`config.mk`:
```
export PLATFORM = sky130hd
export DESIGN_NAME = eth_pcs_rx_gearbox_lock
export DESIGN_NICKNAME = d
export VERILOG_FILES = /design/src/rtl/eth_pcs_rx_gearbox_lock.sv
export SDC_FILE = /design/constraint.sdc
export NUM_CORES = 1
export LEC_CHECK = 0
export BUFFER_PORTS_ARGS = -buffer_cell sky130_fd_sc_hd__buf_2
export CAP_MARGIN = 20
export CORE_AREA = 2 2 171 173
export DETAILED_ROUTE_END_ITERATION = 10
export DIE_AREA = 0 0 173 175
export PLACE_DENSITY_LB_ADDON = 0.3
export RECOVER_POWER = 100
export SLEW_MARGIN = 20
export SYNTH_ARGS = -nofsm -noshare
export SYNTH_HDL_FRONTEND = slang
export SYNTH_SLANG_ARGS = --single-unit
```
`constraint.sdc`:
```
create_clock -name i_clk -period 4.7 [get_ports i_clk]
set_input_delay 0.705 -clock i_clk [delete_from_list [all_inputs] [get_ports i_clk]]
set_output_delay 0.705 -clock i_clk [all_outputs]
set_load 0.02 [all_outputs]
```
`src/rtl/eth_pcs_rx_gearbox_lock.sv`:
```
// eth_pcs_rx_gearbox_lock: 10GBASE-R RX gearbox with integrated block lock.
// Packs W_DATA-bit PMA words (bit 0 earliest) into 66b blocks and hunts for
// sync-header alignment by slipping one bit at a time.
// Optional build macro ETH_PCS_RX_GRBX_STATS_EN adds slip / lock-loss counters
// with a synchronous clear input.
module eth_pcs_rx_gearbox_lock #(
    parameter int W_DATA         = 32,
    parameter int SH_CNT_MAX     = 64,
    parameter int SH_INVALID_MAX = 16
) (
    input  logic              i_clk,
    input  logic              i_reset_n,
    input  logic [W_DATA-1:0] i_pma_data,
`ifdef ETH_PCS_RX_GRBX_STATS_EN
    input  logic              i_stats_clr,
    output logic [15:0]       o_slip_cnt,
    output logic [15:0]       o_lock_loss_cnt,
`endif
    output logic              o_blk_valid,
    output logic [1:0]        o_blk_hdr,
    output logic [63:0]       o_blk_data,
    output logic              o_rx_lock,
    output logic              o_slip
);

    localparam int W_BUF = 66 + W_DATA;
    localparam int CNT_W = $clog2(SH_CNT_MAX + 1);
    localparam int INV_W = $clog2(SH_INVALID_MAX + 1);

    generate
        if (!(W_DATA == 16 || W_DATA == 32 || W_DATA == 64)) begin : g_bad_w_data
            $error("eth_pcs_rx_gearbox_lock: W_DATA must be 16, 32 or 64");
        end
    endgenerate

    typedef enum logic [1:0] {
        LOCK_INIT,
        TEST_SH,
        SLIP_WAIT
    } state_t;

    state_t           state_q, state_d;
    logic [W_BUF-1:0] acc_q, acc_d, word_ext, merged;
    logic [6:0]       fill_q, fill_d, word_len;
    logic [7:0]       total;
    logic             emit;
    logic             drop_q, drop_d;
    logic             slip_req, slip_applied_q, blk_post_q;
    logic             hdr_ok, lock_d;
    logic [CNT_W-1:0] sh_cnt_q, sh_cnt_d, sh_cnt_inc;
    logic [INV_W-1:0] sh_inv_q, sh_inv_d, sh_inv_inc;

    // Append the incoming word at the fill point, cut a block when 66 bits are
    // present, then apply a pending slip to whatever remains.
    always_comb begin
        word_ext = W_BUF'(i_pma_data);
        word_len = 7'(W_DATA);
        if (drop_q) begin
            word_ext = word_ext >> 1;
            word_len = 7'(W_DATA - 1);
        end
        merged = acc_q | (word_ext << fill_q);
        total  = {1'b0, fill_q} + {1'b0, word_len};
        emit   = (total >= 8'd66);
        acc_d  = merged;
        fill_d = total[6:0];
        if (emit) begin
            acc_d  = merged >> 66;
            fill_d = 7'(total - 8'd66);
        end
        drop_d = 1'b0;
        // An empty remainder defers the slip to bit 0 of the next word.
        if (o_slip) begin
            if (fill_d != 7'd0) begin
                acc_d  = acc_d >> 1;
                fill_d = fill_d - 7'd1;
            end else begin
                drop_d = 1'b1;
            end
        end
    end

    // Accumulator state and registered block outputs.
    always_ff @(posedge i_clk or negedge i_reset_n) begin
        if (!i_reset_n) begin
            acc_q       <= '0;
            fill_q      <= '0;
            drop_q      <= 1'b0;
            o_blk_valid <= 1'b0;
            o_blk_hdr   <= '0;
            o_blk_data  <= '0;
            blk_post_q  <= 1'b0;
        end else begin
            acc_q       <= acc_d;
            fill_q      <= fill_d;
            drop_q      <= drop_d;
            o_blk_valid <= emit;
            if (emit) begin
                o_blk_hdr  <= merged[1:0];
                o_blk_data <= merged[65:2];
                // Marks blocks cut entirely after the last requested slip took effect.
                blk_post_q <= slip_applied_q & ~slip_req;
            end
        end
    end

    // Block-lock next state: judge each emitted block's sync header.
    always_comb begin
        state_d    = state_q;
        sh_cnt_d   = sh_cnt_q;
        sh_inv_d   = sh_inv_q;
        lock_d     = o_rx_lock;
        slip_req   = 1'b0;
        hdr_ok     = o_blk_hdr[0] ^ o_blk_hdr[1];
        sh_cnt_inc = sh_cnt_q + CNT_W'(1);
        sh_inv_inc = sh_inv_q + {{(INV_W-1){1'b0}}, ~hdr_ok};
        case (state_q)
            LOCK_INIT: begin
                lock_d   = 1'b0;
                sh_cnt_d = '0;
                sh_inv_d = '0;
                state_d  = TEST_SH;
            end
            TEST_SH: begin
                if (o_blk_valid) begin
                    if (!o_rx_lock) begin
                        if (hdr_ok) begin
                            sh_inv_d = '0;
                            if (sh_cnt_inc == CNT_W'(SH_CNT_MAX)) begin
                                lock_d   = 1'b1;
                                sh_cnt_d = '0;
                            end else begin
                                sh_cnt_d = sh_cnt_inc;
                            end
                        end else begin
                            slip_req = 1'b1;
                            lock_d   = 1'b0;
                            sh_cnt_d = '0;
                            sh_inv_d = '0;
                            state_d  = SLIP_WAIT;
                        end
                    end else if (sh_inv_inc == INV_W'(SH_INVALID_MAX)) begin
                        slip_req = 1'b1;
                        lock_d   = 1'b0;
                        sh_cnt_d = '0;
                        sh_inv_d = '0;
                        state_d  = SLIP_WAIT;
                    end else if (sh_cnt_inc == CNT_W'(SH_CNT_MAX)) begin
                        sh_cnt_d = '0;
                        sh_inv_d = '0;
                    end else begin
                        sh_cnt_d = sh_cnt_inc;
                        sh_inv_d = sh_inv_inc;
                    end
                end
            end
            SLIP_WAIT: begin
                if (o_blk_valid && blk_post_q) begin
                    state_d = TEST_SH;
                end
            end
            default: state_d = LOCK_INIT;
        endcase
    end

    // Block-lock state register; o_slip marks the cycle the slip is applied.
    always_ff @(posedge i_clk or negedge i_reset_n) begin
        if (!i_reset_n) begin
            state_q        <= LOCK_INIT;
            sh_cnt_q       <= '0;
            sh_inv_q       <= '0;
            o_rx_lock      <= 1'b0;
            o_slip         <= 1'b0;
            slip_applied_q <= 1'b0;
        end else begin
            state_q   <= state_d;
            sh_cnt_q  <= sh_cnt_d;
            sh_inv_q  <= sh_inv_d;
            o_rx_lock <= lock_d;
            o_slip    <= slip_req;
            if (slip_req) begin
                slip_applied_q <= 1'b0;
            end else if (o_slip) begin
                slip_applied_q <= 1'b1;
            end
        end
    end

`ifdef ETH_PCS_RX_GRBX_STATS_EN
    // Saturating statistics; clear wins over a same-cycle increment.
    always_ff @(posedge i_clk or negedge i_reset_n) begin
        if (!i_reset_n) begin
            o_slip_cnt      <= '0;
            o_lock_loss_cnt <= '0;
        end else if (i_stats_clr) begin
            o_slip_cnt      <= '0;
            o_lock_loss_cnt <= '0;
        end else begin
            if (o_slip && (o_slip_cnt != 16'hFFFF)) begin
                o_slip_cnt <= o_slip_cnt + 16'd1;
            end
            if (o_rx_lock && !lock_d && (o_lock_loss_cnt != 16'hFFFF)) begin
                o_lock_loss_cnt <= o_lock_loss_cnt + 16'd1;
            end
        end
    end
`endif

endmodule
```
==> results by group <==
Outcome
  – Status: finished with violations
  – Failing checks: max-capacitance violations, max-slew violations

Setup path
  – Crit-path max FO: 50
  – Worst path cell trace: ha_1 > fa_1 > a211o_1 > and3_1 > nor3_1 > nor3_1 > o31ai_1 > a211oi_4 > clkbuf_4 > or4_1 > o31ai_1
  – CP max stage cell: or4_1
  – Crit path largest cell delay: 590 ps
  – CP required: around 5000 ps
  – Crit path max-delay family: simple AND/OR/NAND/NOR gates
  – CP bufs+invs: 1
  – Crit path DAT: 4540 ps
  – Worst Setup SP: drop_q
  – Setup Crit Path Kind: register to register
  – Critical Path End Type: register
  – Worst r2r src: drop_q
  – CP Launch Type: register

Floorplanning
  – Die extent in y: 175 um
  – Die X-Extent: roughly 170 um
  – Row cnt: 62
  – Starting Density: 0.4444
  – Die area: 0.03028 mm^2
  – I/O pin cnt: 103
  – Area of the core: 0.02839 mm^2

Detailed routing
  – Avg Vias per Cell: about 6.4
  – Via count: 11530
  – Residual DRC: 0
  – Routed WL per cell: approximately 22 um
  – Final wirelength: about 40 mm
  – Detailed Route Iter0 Violations: 1626
  – Antenna Nets Post-Route: 0
  – First-pass DRT Iterations: 6

Timing
  – Clock Skews: about 16 ps
  – Final hold viol count: 0
  – Final Max Slew Viols: 160
  – Relative slew slack: -0.9229
  – Final hold slack: 492.4 ps
  – Endpoints failing setup: 0
  – Max Fclk: approximately 0.24 GHz
  – RSZ-0062 raised after global routing: no
  – Final Cycle Share: 0.8931
  – Final min period: approximately 4200 ps
  – Tightest Pin Transition: between 2000 and 3000 ps
  – Final setup TNS: 0 ps

Global routing
  – Total global routing track utilization: 0.2641
  – Vias in the first global route: 11010
  – Antenna violations before repair: 0
  – Global route overflow: 0
  – First-pass GRT wire length: roughly 64 mm
  – Largest net degree at the start of global routing: around 110

CTS
  – Max Root-Sink Buffers: 2
  – Setup bufs post-CTS: 0
  – CTS Sinks: between 150 and 200
  – H-tree level count: 4
  – Worst skew pair latency: about 440 ps
  – Post-cts sizing count: 0
  – TritonCTS clock tree: done
  – Post-CTS Hold Buffers: 0
  – Num CTS Buffers: 17
  – Root buffer cell: clkbuf_16
  – Clock slew at reported path FFs: 80 ps

Logic synthesis
  – Ys async rst share: 1.000
  – Synth Net Count: roughly 1400
  – Syn Std Cell Area: 0.01262 mm^2
  – Synth area leaders: dfrtp_1, mux2i_1, mux4_2
  – Share of the synthesized area in the top cell type: 0.3788
  – Netlist cell types: 83
  – Synth area leader: dfrtp_1
  – EDFF count, synth: 0
  – Synth warn: 0
  – Seq/Total Area, Yosys: 0.3788
  – Post-synth top flop: dfrtp_1
  – Synth Register Bits: 191
  – Post-Synthesis Cells: roughly 1300
  – Syn_area_per_cell: around 9.4 um^2

Pwr
  – Max rail drop VDD: around 0.65 mV
  – Design Power: about 13000 uW
  – Pwr dens: 910.7 mW/mm^2
  – Leakage: 0.005963 uW

Layout
  – Final nets: between 1000 and 1500
  – Fin area: around 0.014 mm^2
  – Synth-to-Final Area Change: 10.56%
  – Share of layout cells above drive strength 1: 0.1415
  – Most common cell after layout, fill and taps aside: dfrtp_1
  – Antenna fix cells: 0
  – Most frequent cells in the layout: dfrtp_1, nor2_1, a21oi_1

Place
  – DP Wirelength: 28.13 mm
  – Placed cell area: about 0.013 mm^2
  – Global placement routability congestion: 0.9831
  – # port buffers: 102

Flow run
  – Max_cap viols: 2

Hold path
  – Hold Path Class: register to register
  – HP Start: slip_applied_q
## synth_stat cells, types with 13 or more instances
library cell,instances
nor2_1,177
inv_1,17
clkbuf_1,52
mux2i_1,89
nand3_1,18
a221oi_1,15
mux2_2,36
dfrtp_1,191
nand2_1,83
a21oi_1,132
o21ai_0,47
o22ai_1,15
buf_2,23
a221o_1,33
buf_1,18
nor3_1,88
mux4_2,35
a22o_1,19
a211oi_1,13
## registers in the layout (all words and copies together) (netlist names), 2 cells and up
| name | cells |
|---|---|
| o_blk_hdr | 2 |
| sh_inv_q | 5 |
| o_blk_data | 64 |
| sh_cnt_q | 7 |
| acc_q | 98 |
| fill_q | 7 |
| state_q | 2 |
## stage by stage
step / cells / utilization / setup WS (ps)
floorplan: 1347 / - / 1208
global placement: 1765 / 0.4749 / 820.9
detailed placement: 1765 / 0.4749 / 741.3
CTS: 1797 / 0.4965 / 726.9
global route: 1797 / 0.4914 / 263.0
finish: 1797 / 0.4914 / 502.4
## final cells by class
cell class	instances	area, um^2
timing repair buffer	138	728.2
inverter	23	86.33
clock inverter	13	168.9
tap	384	480.5
fill	2789	14440
multi-input combinational	1029	7263
sequential	191	4781
clock buffer	19	442.9
## kinds of logic (layout without fill, tap and decap cells)
group	count (synthesis)	after routing	synth area share
flip-flops	191	191	0.3788
XOR/XNOR	10	10	0.008032
AND/OR/NAND/NOR	438	438	0.1564
multiplexers	173	173	0.1819
adder cells (fa/ha/maj)	11	11	0.01150
buffers and inverters	127	193	0.04581
AO/OA/AOI/OAI	397	397	0.2176
## worst register-to-register path, delay by kind of cell (launching register included)
family | cells | cell delay, ps
AOI/OAI and AO/OA | 4 | 1070
adders and majority gates | 2 | 680
buffers and inverters | 1 | 440
DFF | 1 | 500
and+or+nand+nor | 4 | 1410
## path summary, 6_finish.rpt
check | end | depth (start not counted) | slack (ps)
min in group asynchronous | sh_cnt_q[5] | 1 | 1130
setup reg to reg | acc_q[46] | 11 | 500
hold / removal | blk_post_q | 1 | 490
setup / recovery | acc_q[46] | 11 | 500
max in group asynchronous | o_blk_data[59] | 2 | 1220
hold reg to reg | blk_post_q | 1 | 490
## per-layer routing
layer,track usage,wire (um),up-vias
met3,0.04243,3309,105
met2,0.4085,18130,589
met1,0.3674,16770,5667
met5,0,0,-
met4,0.1162,1602,0
li1,-,-,5169
## power breakdown
| part | internal, uW | leakage, uW | switching, uW | total [uW] |
|---|---|---|---|---|
| sequential | 2400 | 0.00239 | 337 | 2740 |
| clock | 826 | 0.000302 | 711 | 1540 |
| combinational | 3000 | 0.00327 | 5430 | 8430 |
| total | 6230 | 0.00596 | 6480 | 12700 |
Power figures use the tool's default switching activity.
